## src/rtl/regfile_pkg.sv

```systemverilog
// Shared register-file definitions: default widths, writeback requester IDs and
// the slice helper for the packed per-requester buses.
`ifndef REGFILE_PKG_SV
`define REGFILE_PKG_SV

// Slice idx of a bus packed as NUM_REQ fields of width w, field 0 in the LSBs.
`define RF_SLICE(idx, w) ((idx)*(w)) +: (w)

package regfile_pkg;

  localparam int REG_ADDR_W = 5;
  localparam int XLEN       = 64;

  typedef enum logic [1:0] {
    WB_ALU = 2'd0,
    WB_LSU = 2'd1,
    WB_CSR = 2'd2
  } wb_src_e;

endpackage

`endif

```

## src/rtl/rr_arbiter.sv

```systemverilog
// Combinational round-robin arbiter: the search starts at ptr and wraps, so the
// first asserted request at or after ptr wins. The pointer flop lives in the parent.
module rr_arbiter #(
  parameter int N = 3,
  localparam int PW = (N > 1) ? $clog2(N) : 1
) (
  input  logic [N-1:0]  req,
  input  logic [PW-1:0] ptr,
  output logic [N-1:0]  gnt,
  output logic [PW-1:0] gnt_idx
);

  int            j;
  logic [PW-1:0] idx;
  logic          found;

  always_comb begin
    gnt     = '0;
    gnt_idx = '0;
    found   = 1'b0;
    j       = 0;
    idx     = '0;
    for (int k = 0; k < N; k++) begin
      j = int'(ptr) + k;
      if (j >= N) j = j - N;
      idx = PW'(j);
      if (!found && req[idx]) begin
        found    = 1'b1;
        gnt[idx] = 1'b1;
        gnt_idx  = idx;
      end
    end
  end

endmodule

```

## src/rtl/regfile_wb_ctrl.sv

```systemverilog
// Writeback controller: arbitrates NUM_REQ producers onto the single register-file
// write port and keeps the per-register pending-write (busy) scoreboard used by issue.
module regfile_wb_ctrl
  import regfile_pkg::*;
#(
  parameter int ADDR_WIDTH = REG_ADDR_W,
  parameter int DATA_WIDTH = XLEN,
  parameter int NUM_REQ    = 3
) (
  input  logic                             clk,
  input  logic                             rst_n,
  input  logic [NUM_REQ-1:0]               req_valid,
  output logic [NUM_REQ-1:0]               req_ready,
  input  logic [NUM_REQ*ADDR_WIDTH-1:0]    req_rd,
  input  logic [NUM_REQ*DATA_WIDTH-1:0]    req_data,
  output logic                             rf_wen,
  output logic [ADDR_WIDTH-1:0]            rf_rd,
  output logic [DATA_WIDTH-1:0]            rf_data,
  input  logic                             rsv_valid,
  input  logic [ADDR_WIDTH-1:0]            rsv_rd,
  output logic                             rsv_ready,
  input  logic [ADDR_WIDTH-1:0]            rs1,
  input  logic [ADDR_WIDTH-1:0]            rs2,
  output logic                             rs1_busy,
  output logic                             rs2_busy,
  output logic                             wb_err
);

  localparam int NREG = 1 << ADDR_WIDTH;
  localparam int PW   = $clog2(NUM_REQ);

  logic [PW-1:0]         rr_ptr;
  logic [PW-1:0]         rr_nxt;
  logic [PW-1:0]         gnt_idx;
  logic [NUM_REQ-1:0]    gnt;
  logic                  hs;
  logic [ADDR_WIDTH-1:0] g_rd;
  logic [DATA_WIDTH-1:0] g_data;
  logic                  wr_en;
  logic                  rsv_fire;
  logic [NREG-1:0]       busy;
  logic [NREG-1:0]       busy_nxt;

  rr_arbiter #(.N(NUM_REQ)) u_arb (
    .req     (req_valid),
    .ptr     (rr_ptr),
    .gnt     (gnt),
    .gnt_idx (gnt_idx)
  );

  // Handshake: a transfer happens on a rising edge where req_valid[i] && req_ready[i];
  // ready is only ever raised for a valid requester, and at most one at a time.
  assign req_ready = gnt;
  assign hs        = |gnt;

  always_comb begin
    g_rd   = '0;
    g_data = '0;
    for (int i = 0; i < NUM_REQ; i++) begin
      if (gnt[i]) begin
        g_rd   = req_rd[`RF_SLICE(i, ADDR_WIDTH)];
        g_data = req_data[`RF_SLICE(i, DATA_WIDTH)];
      end
    end
  end

  // x0 writebacks are acknowledged but never reach the register file.
  assign wr_en     = hs && (g_rd != '0);
  assign rsv_ready = (rsv_rd == '0) || !busy[rsv_rd];
  assign rsv_fire  = rsv_valid && rsv_ready && (rsv_rd != '0);
  assign rs1_busy  = busy[rs1];
  assign rs2_busy  = busy[rs2];
  assign rr_nxt    = (gnt_idx == PW'(NUM_REQ - 1)) ? '0 : gnt_idx + 1'b1;

  // Clear is applied before set so a new reservation survives the landing write.
  always_comb begin
    busy_nxt = busy;
    if (rf_wen) busy_nxt[rf_rd] = 1'b0;
    if (rsv_fire) busy_nxt[rsv_rd] = 1'b1;
    busy_nxt[0] = 1'b0;
  end

  always_ff @(posedge clk or negedge rst_n) begin
    if (!rst_n) begin
      rf_wen  <= 1'b0;
      rf_rd   <= '0;
      rf_data <= '0;
      busy    <= '0;
      rr_ptr  <= '0;
      wb_err  <= 1'b0;
    end else begin
      rf_wen <= wr_en;
      if (wr_en) begin
        rf_rd   <= g_rd;
        rf_data <= g_data;
      end
      busy <= busy_nxt;
      if (hs) rr_ptr <= rr_nxt;
      if (wr_en && !busy[g_rd]) wb_err <= 1'b1;
    end
  end

endmodule

```

## config.mk

```make
export PLATFORM = sky130hd
export DESIGN_NAME = regfile_wb_ctrl
export DESIGN_NICKNAME = d
export VERILOG_FILES = /design/src/rtl/regfile_pkg.sv /design/src/rtl/rr_arbiter.sv /design/src/rtl/regfile_wb_ctrl.sv
export SDC_FILE = /design/constraint.sdc
export NUM_CORES = 1
export LEC_CHECK = 0
export BUFFER_PORTS_ARGS = -buffer_cell sky130_fd_sc_hd__buf_2
export CORE_MARGIN = 3
export CORE_UTILIZATION = 50
export CTS_CLUSTER_SIZE = 30
export DETAILED_ROUTE_END_ITERATION = 8
export PLACE_DENSITY = 0.9
export RECOVER_POWER = 100
export SYNTH_ARGS = -nofsm -noshare
export SYNTH_HDL_FRONTEND = slang
export SYNTH_SLANG_ARGS = --single-unit
```

## constraint.sdc

```tcl
create_clock -name clk -period 10.1 [get_ports clk]
set_input_delay 1.01 -clock clk [delete_from_list [all_inputs] [get_ports clk]]
set_output_delay 1.01 -clock clk [all_outputs]
set_load 0.005 [all_outputs]
```

==> results of run 1 <==
-- power by group through the flow --
stage | logic, uW | clock network (uW) | registers (uW)
finish | 1900 | 386 | 874
global route | 2090 | 407 | 892
CTS | 1980 | 390 | 856
detailed placement | 1980 | 0 | 863
global placement | 1920 | 0 | 850
floorplan | 1450 | 0 | 796
-- logic make-up after synthesis --
logic type	Yosys count	share of synthesized area, %
simple gates	166	11.7
fa+ha+maj	4	0.753
mux	41	11.6
compound gates	311	31.4
buf+inv	77	5.44
flops	104	39.1
-- per-stage QoR --
step                      cell area [um^2]  setup slack, ns  hold WS, ns  std cells  util [%]
after detailed placement              8140             4.95        0.470       1124      63.5
after global routing                  8370             2.53        0.497       1141      65.3
after floorplan                       6650             6.40        0.475        703         -
after CTS                             8470             5.03        0.484       1138      66.0
after global placement                8140             5.05        0.460       1124      63.5
final                                 8380             3.08        0.476       1142      65.3
-- final cells by class --
| class | count | share of cell area (%) |
|---|---|---|
| antenna | 4 | 0.120 |
| clock buffer | 10 | 2.73 |
| clock inverter | 4 | 1.14 |
| inverter | 16 | 0.717 |
| multi-input combinational | 522 | 43.9 |
| sequential | 104 | 31.1 |
| tap | 172 | 2.57 |
| timing repair buffer | 310 | 17.8 |
-- cells in the mapped netlist, types with 3 or more instances --
cell         n
mux4_2      27
nand3_1      6
buf_2        3
o21ai_1     64
or3_1        5
o22ai_1      6
nand2_1    104
nor3_1       7
dfrtp_1    104
a221oi_2     3
nand3b_1    10
mux2_2       8
inv_1       16
a32oi_1      4
o2111ai_1    3
nand2b_1     4
buf_6        9
nor2_1      13
buf_1        3
or3b_2       5
clkbuf_1    45
mux2i_1      3
a21oi_1      6
ha_1         4
a221o_1     64
o21ai_0    133
-- flip-flops by register name, summed over array words and instances, names as in the netlist --
signal   cells
busy        31
wb_err       1
rf_data     64
rf_rd        5
rf_wen       1
rr_ptr       2
-- per-layer routing --
metal	vias to the layer above	GRT usage, %	wire length [um]
met4	2	12.5	805
met5	-	0	13
met2	467	52.1	11500
met3	73	6.20	2270
li1	3219	-	-
met1	3282	40.1	9040
-- path summary, 6_finish.rpt --
check / from / to / slack (ns)
setup / recovery: rr_ptr[1]$_DFFE_PN0P_ / rf_data[15]$_DFFE_PN0P_ / 3.08
hold / removal: rf_data[34]$_DFFE_PN0P_ / rf_data[34]$_DFFE_PN0P_ / 0.48
setup reg to reg: rr_ptr[1]$_DFFE_PN0P_ / rf_data[15]$_DFFE_PN0P_ / 3.08
hold reg to reg: rf_data[34]$_DFFE_PN0P_ / rf_data[34]$_DFFE_PN0P_ / 0.48
max in group asynchronous: rst_n / wb_err$_DFFE_PN0P_ / 4.79
min in group asynchronous: rst_n / rf_data[52]$_DFFE_PN0P_ / 1.43
-- critical path, cell delays in order (launching register included) --
cell      delay (ns)
dfrtp_1         0.40
inv_1           0.11
ha_1            0.48
mux2_1          0.41
a21o_1          0.20
a211oi_1        0.56
or2_2           0.21
clkbuf_1        2.03
clkinv_1        0.26
buf_4           0.45
a221oi_1        0.29
nor2_1          0.16
nor2b_4         0.13
buf_4           0.79
o21ai_0         0.26
==> metrics, run 1 <==
run status finished with violations; failing checks capacitance limit, slew limit; RSZ-0062 raised after global routing false; share of cells above drive strength 1 between 30% and 40%; commonest non-fill, non-tap cell in the layout buf_2; Gate Count Post-Synth 703; Crit Path Class reg -> reg; Reg power frac between 20% and 30%; Final Skew ~0.0079 ns; drt first pass iters 6; Vias/cell 6.17; Initial DRC Count 796; CTS tree done; Root Driver clkbuf_16; routed via count 7043; first-pass GRT wire length between 30 and 40 mm; Post-CTS Setup Repair Bufs 0; Die Ht 121 um; Int Pwr about 1700 uW; asr flop ratio synth 100%; Worst-path clk slew around 0.07 ns; leading post-synthesis cells by cell area dfrtp_1, o21ai_0, a221o_1; total clock sinks 104; Storage cell area 0.00260 mm^2; area leader, netlist dfrtp_1; Pwr Total 3160 uW; worst skew pair latency 0.34 ns; Combinational Power Share approximately 60%; P per Cell Area 377 mW/mm^2; Max-Cap Viols 3; Sw Pwr 1470 uW; final net count approximately 1200; Critical Path AT 7.19 ns; power share of the clock group around 12%; CP startpoint kind flip-flop; normalized max-slew margin -106%; GPL Wtd Cong 0.962; Yosys cell types 60; count of final hold-check violations 0; worst path required time 10.27 ns; Multi-input gate area 0.00368 mm^2; register area share after synthesis 39.1%; H-tree levels 3; Worst Reg-to-Reg Cells 14; P&R area growth vs syn 26.0%; fin crit period 7.02 ns; hold buffers post-CTS 0; Slew @ Worst Pin 3.09 ns; PortBufs 304; endpoint class of the critical path flip-flop; # setup viols final 0; HPWL Detailed about 18 mm; Clock Path Buffers 2; post_cts resized 0; Hold Crit Class reg -> reg; Yosys warning count 0; Post-synth EDFFs 0; Pins Over Slew Limit 181; predominant post-synthesis flop cell dfrtp_1; num rows 41; Synth top area share 39.1%; die width 121 um; DRT Wirelength 23.6 mm; Die ar. around 0.015 mm^2; IO Count 305; syn_nets between 900 and 1000; Remaining Overflow, GRT 0; Synth Cell Area about 0.0066 mm^2; IR drop worst, VDD 0.000213 V; mean routed wirelength per cell a little over 20 um; Core Area about 0.013 mm^2; most frequent cells in the layout buf_2, o21ai_0, nand2_1, dfrtp_1, a221o_1; antenna viol nets, final 0; initial antenna violation count 4; CP Max Fanout 133; Pleak 0.00359 uW; Worst Hold Depth 2; highest clock rate approximately 140 MHz; Initial Util 51.8%; FILL cells 1112; vias in the first global route ~6700; setup_tns 0 ns; total track usage 31.3%; DR DRC count 0; Tcrit/Tclk final between 60 and 70%; largest net degree at the start of global routing 134; Sw Share 46.6%; syn avg cell area around 9.5 um^2; number of synthesized register bits roughly 100; CTS buffer count 9
Power figures use the tool's default switching activity.
==> run 2: changes to the inputs <==
- CORE_UTILIZATION: 50 -> 43
- PLACE_DENSITY: 0.9 -> 0.82
- clock period: 10.1 -> 5.85 ns (I/O delays scaled with it)
==> metrics, run 2 (synthesis gave the netlist of run 1 again) <==
run status finished with violations (unchanged); failing checks capacitance limit, slew limit (unchanged); DRT Wirelength 24.2 mm (was 23.6 mm); mean routed wirelength per cell 21.0 um (was 20.7 um); total clock sinks 104 (unchanged); Crit Path Class reg -> reg (unchanged); Most flops, register rf_data (unchanged); count of final hold-check violations 0 (unchanged); P&R area growth vs syn 25.9% (was 26.0%); commonest non-fill, non-tap cell in the layout buf_2 (unchanged); Slowest cell on crit path a211oi_1 (was clkbuf_1); antenna viol nets, final 0 (unchanged); Slew @ Worst Pin 2.64 ns (was 3.09 ns); Die ar. 0.0170 mm^2 (was 0.0147 mm^2); Pwr Total 5370 uW (was 3160 uW); num rows 44 (was 41); CP startpoint kind flip-flop (unchanged); Tcrit/Tclk final 80.0% (was 69.5%); vias in the first global route 6582 (was 6748); setup_tns 0 ns (unchanged); H-tree levels 3 (unchanged); highest clock rate 214 MHz (was 142 MHz); FILL cells 1385 (was 1112); first-pass GRT wire length 36.4 mm (was 35.8 mm); share of cells above drive strength 1 32.7% (was 33.0%); Multi-input gate area 0.00369 mm^2 (was 0.00368 mm^2); # setup viols final 0 (unchanged); P per Cell Area 642 mW/mm^2 (was 377 mW/mm^2); total track usage 27.7% (was 31.3%); Die Ht 130 um (was 121 um); max reg flops 64 (unchanged); most frequent cells in the layout buf_2, o21ai_0, nand2_1, dfrtp_1, clkbuf_1 (was buf_2, o21ai_0, nand2_1, dfrtp_1, a221o_1); Pleak 0.00356 uW (was 0.00359 uW); post_cts resized 0 (unchanged); routed via count 6962 (was 7043); Core Area 0.0148 mm^2 (was 0.0128 mm^2); Post-CTS Setup Repair Bufs 0 (unchanged); Root Driver clkbuf_16 (unchanged); IR drop worst, VDD 0.000498 V (was 0.000213 V); Critical Path AT 4.89 ns (was 7.19 ns); IO Count 305 (unchanged); Max stage delay on crit path 0.56 ns (was 2.03 ns); HPWL Detailed 18.4 mm (was 17.8 mm); Initial Util 44.9% (was 51.8%); Vias/cell 6.03 (was 6.17); PortBufs 304 (unchanged); Hold Crit Class reg -> reg (unchanged); Worst-path clk slew 0.08 ns (was 0.07 ns); hold buffers post-CTS 0 (unchanged); Critical path buffers and inverters 4 (was 5); largest net degree at the start of global routing 117 (was 134); fin crit period 4.68 ns (was 7.02 ns); CTS tree done (unchanged); final net count 1195 (unchanged); CP Max Fanout 116 (was 133); CTS buffer count 9 (unchanged); normalized max-slew margin -75.9% (was -106%); RSZ-0062 raised after global routing false (unchanged); worst skew pair latency 0.35 ns (was 0.34 ns); Initial DRC Count 533 (was 796); Pins Over Slew Limit 50 (was 181); drt first pass iters 5 (was 6); initial antenna violation count 8 (was 4); Storage cell area 0.00260 mm^2 (unchanged); die width 130 um (was 121 um); Max-Cap Viols 1 (was 3); endpoint class of the critical path flip-flop (unchanged); DR DRC count 0 (unchanged); GPL Wtd Cong 0.970 (was 0.962); Final Skew 0.0113 ns (was 0.00788 ns); biggest regs rf_data (64), busy (31), rf_rd (5) (unchanged); Crit path max-delay family compound AO/OA/AOI/OAI gates (was buffers and inverters); Clock Path Buffers 2 (unchanged); CP Cell Sequence inv_1 -> ha_1 -> mux2i_1 -> o21ai_0 -> a211oi_1 -> or2_2 -> buf_4 -> inv_1 -> a221oi_1 -> nor2_1 -> nor2b_4 -> buf_12 -> o21ai_0 (was inv_1 -> ha_1 -> mux2_1 -> a21o_1 -> a211oi_1 -> or2_2 -> clkbuf_1 -> clkinv_1 -> buf_4 -> a221oi_1 -> nor2_1 -> nor2b_4 -> buf_4 -> o21ai_0); Remaining Overflow, GRT 0 (unchanged); worst path required time 6.06 ns (was 10.27 ns)
run 2: cell count changes in the layout (fill, tap and decap cells not counted), sizes merged:
| cell | delta |
|---|---|
| buf | -9 |
| clkbuf | +8 |
| inv | +4 |
| bufinv | -3 |
| clkinvlp | +2 |
| diode | -1 |
run 2: power by group:
| group | internal (uW) | total [uW] | switching (uW) |
|---|---|---|---|
| Clock | 298 | 591 | 293 |
| Combinational | 1370 | 3290 | 1910 |
| Sequential | 1130 | 1490 | 366 |
run 2: path summary, 6_finish.rpt:
path                                          from                 endpoint  slack, ns  cells past startpoint
setup / recovery             rr_ptr[1]$_DFFE_PN0P_   rf_data[7]$_DFFE_PN0P_       1.17                     13
hold / removal             rf_data[26]$_DFFE_PN0P_  rf_data[26]$_DFFE_PN0P_       0.48                      2
setup reg to reg             rr_ptr[1]$_DFFE_PN0P_   rf_data[7]$_DFFE_PN0P_       1.17                     13
hold reg to reg            rf_data[26]$_DFFE_PN0P_  rf_data[26]$_DFFE_PN0P_       0.48                      2
max in group asynchronous                    rst_n       busy[12]$_DFF_PN0_       2.24                      2
min in group asynchronous                    rst_n  rf_data[58]$_DFFE_PN0P_       1.06                      1
run 2: area by class of cell:
cell class,instances,area share (%)
clock inverters,7,0.763
diodes,3,0.0897
well taps,184,2.75
multi-input cells,522,44.1
repair buffers,310,17.8
inverters,16,0.718
flip-flops and latches,104,31.1
clock buffers,9,2.69
run 2: per-stage QoR:
step	utilization [%]	instances	hold WS (ns)	worst slack, ns	cell area [um^2]
finish	56.5	1155	0.479	1.17	8370
global route	56.5	1154	0.509	0.548	8360
CTS	57.1	1152	0.285	1.42	8460
detailed placement	55.2	1136	0.470	1.43	8170
global placement	55.2	1136	0.458	1.59	8170
floorplan	-	703	0.289	2.60	6650
run 2: per-layer routing:
metal | up-vias | GRT usage, % | wire, um
met2 | 344 | 47.7 | 12400
met1 | 3337 | 35.3 | 9520
met4 | 12 | 9.38 | 596
li1 | 3221 | - | -
met3 | 48 | 4.99 | 1690
met5 | - | 0 | 71
run 2: worst min-delay path: cells and delay by family (launching register included):
family / cells / cell delay, ns
DFF: 1 / 0.34
AOI/OAI and AO/OA: 1 / 0.06
and+or+nand+nor: 1 / 0.04
==> run 3: changes to the inputs <==
- CORE_UTILIZATION: 43 -> 48
- PLACE_DENSITY: 0.82 -> 0.87
- clock period: 5.85 -> 4.5 ns (I/O delays scaled with it)
==> metrics, run 3 (synthesis gave the netlist of run 1 again) <==
most frequent cells in the layout buf_2, o21ai_0, nand2_1, dfrtp_1, clkbuf_1 (unchanged); Die ar. 0.0153 mm^2 (was 0.0170 mm^2); Final Instance Area 0.00836 mm^2 (was 0.00837 mm^2); cell count after placement 1130 (was 1136); IO Count 305 (unchanged); Vias/cell 6.17 (was 6.03); Worst Reg-to-Reg Cells 13 (unchanged); Initial DRC Count 779 (was 533); CP Max Fanout 57 (was 116); Storage cell area 0.00260 mm^2 (unchanged); Crit Path Class reg -> reg (unchanged); worst r2r src rr_ptr[1]$_DFFE_PN0P_ (unchanged); GPL Wtd Cong 1.01 (was 0.970); vias in the first global route 6547 (was 6582); largest net degree at the start of global routing 77 (was 117); final net count 1197 (was 1195); mean routed wirelength per cell 20.5 um (was 21.0 um); RSZ-0062 raised after global routing false (unchanged); hold buffers post-CTS 0 (unchanged); DP Area 0.00819 mm^2 (was 0.00817 mm^2); Pins Over Slew Limit 54 (was 50); num rows 42 (was 44); first-pass GRT wire length 35.0 mm (was 36.4 mm); Initial Util 49.6% (was 44.9%); die width 124 um (was 130 um); DRT Wirelength 23.6 mm (was 24.2 mm); Final Skew 0.00588 ns (was 0.0113 ns); share of cells above drive strength 1 32.8% (was 32.7%); CTS buffer count 9 (unchanged); PortBufs 304 (unchanged); # setup viols final 0 (unchanged); biggest regs rf_data (64), busy (31), rf_rd (5) (unchanged); initial antenna violation count 6 (was 8); post_cts resized 0 (unchanged); Post-CTS Setup Repair Bufs 0 (unchanged); Tcrit/Tclk final 89.5% (was 80.0%); Worst setup startpoint rr_ptr[1]$_DFFE_PN0P_ (unchanged); Worst Hold Launch req_data[128] (was rf_data[26]$_DFFE_PN0P_); total clock sinks 104 (unchanged); commonest non-fill, non-tap cell in the layout buf_2 (unchanged); total track usage 29.9% (was 27.7%); Remaining Overflow, GRT 0 (unchanged); FF-to-FF End rf_data[12]$_DFFE_PN0P_ (was rf_data[7]$_DFFE_PN0P_); P&R area growth vs syn 25.8% (was 25.9%); CTS tree done (unchanged); Die Ht 124 um (was 130 um); setup_tns 0 ns (unchanged); drt first pass iters 5 (unchanged); DR DRC count 0 (unchanged); normalized max-slew margin -90.7% (was -75.9%); Root Driver clkbuf_16 (unchanged); H-tree levels 3 (unchanged); Core Util, Final 62.4% (was 56.5%); register-to-register setup slack 0.47 ns (was 1.17 ns); Worst-path clk slew 0.07 ns (was 0.08 ns); worst path required time 4.71 ns (was 6.06 ns); FILL cells 1210 (was 1385); CP startpoint kind flip-flop (unchanged); Hold Crit Class in -> reg (was reg -> reg); Clock Path Buffers 2 (unchanged); endpoint class of the critical path flip-flop (unchanged); fin crit period 4.03 ns (was 4.68 ns); Critical Path AT 4.23 ns (was 4.89 ns); max reg flops 64 (unchanged); run status finished with violations (unchanged); Core Area 0.0134 mm^2 (was 0.0148 mm^2); Worst Setup EP rf_data[12]$_DFFE_PN0P_ (was rf_data[7]$_DFFE_PN0P_); antenna viol nets, final 0 (unchanged); worst skew pair latency 0.34 ns (was 0.35 ns); P per Cell Area 834 mW/mm^2 (was 642 mW/mm^2); failing checks capacitance limit, slew limit (unchanged); routed via count 7097 (was 6962); Pleak 0.00356 uW (about the same); Max-Cap Viols 1 (unchanged); count of final hold-check violations 0 (unchanged); Most flops, register rf_data (unchanged); IR drop worst, VDD 0.000499 V (was 0.000498 V); Slew @ Worst Pin 2.86 ns (was 2.64 ns); fin cells 1151 (was 1155); Multi-input gate area 0.00369 mm^2 (about the same); highest clock rate 248 MHz (was 214 MHz); HPWL Detailed 17.9 mm (was 18.4 mm)
==> run 3: changes by cell type in the layout (fill, tap and decap cells not counted), sizes merged <==
cell / before / now
clkbuf: 77 / 79
diode: 3 / 5
clkinv: 2 / 3
inv: 19 / 16
buf: 242 / 244
==> run 3: worst max-delay path, stage by stage (launching register included) <==
cell and delay [ns]:
dfrtp_1 0.40, inv_1 0.11, ha_1 0.45, mux2i_1 0.35, o21a_1 0.30, nor2_1 0.14
or2_2 0.42, inv_1 0.69, a221oi_1 0.11, nor2_1 0.38, nor2b_4 0.09, buf_6 0.22
nand2_1 0.10, o21ai_0 0.08
==> run 3: power by group <==
group          switching (uW)  internal [uW]  leakage [uW]  total [uW]
registers                 475           1460       0.00124        1940
logic                    2510           1810       0.00219        4320
clock network             338            375      0.000126         713
==> run 3: layout make-up <==
class                      instances  share of cell area [%]
antenna                            5                   0.150
clock buffer                      11                    2.78
clock inverter                     5                   0.404
inverter                          16                   0.718
multi-input combinational        522                    44.1
sequential                       104                    31.1
tap                              176                    2.63
timing repair buffer             312                    18.1
==> run 3: layer usage <==
layer / up-vias / track usage [%] / share of wire, %
met1: 3389 / 38.4 / 38
met4: 4 / 10.7 / 3.2
met2: 421 / 49.8 / 49
li1: 3224 / - / -
met5: - / 0 / 0.11
met3: 59 / 6.77 / 9.9
==> run 3: how the worst min path moves through the flow <==
stage	end	slack (ns)	depth (start not counted)
6_report	rf_data[0]$_DFFE_PN0P_	0.40	3
3_5_place_dp	rf_data[53]$_DFFE_PN0P_	0.47	2
4_1_cts	rf_data[61]$_DFFE_PN0P_	0.17	1
2_1_floorplan	busy[10]$_DFF_PN0_	0.15	0
3_3_place_gp	rf_data[1]$_DFFE_PN0P_	0.46	2
5_1_grt	rf_data[0]$_DFFE_PN0P_	0.41	3
==> run 3: per-stage QoR <==
step / hold WS, ns / worst slack [ns] / power (uW)
after floorplan: 0.154 / 1.25 / 5040
after CTS: 0.167 / 0.644 / 7130
after global placement: 0.459 / 0.805 / 6260
after detailed placement: 0.470 / 0.656 / 6410
final: 0.401 / 0.474 / 6980
after global routing: 0.412 / 0.140 / 7520
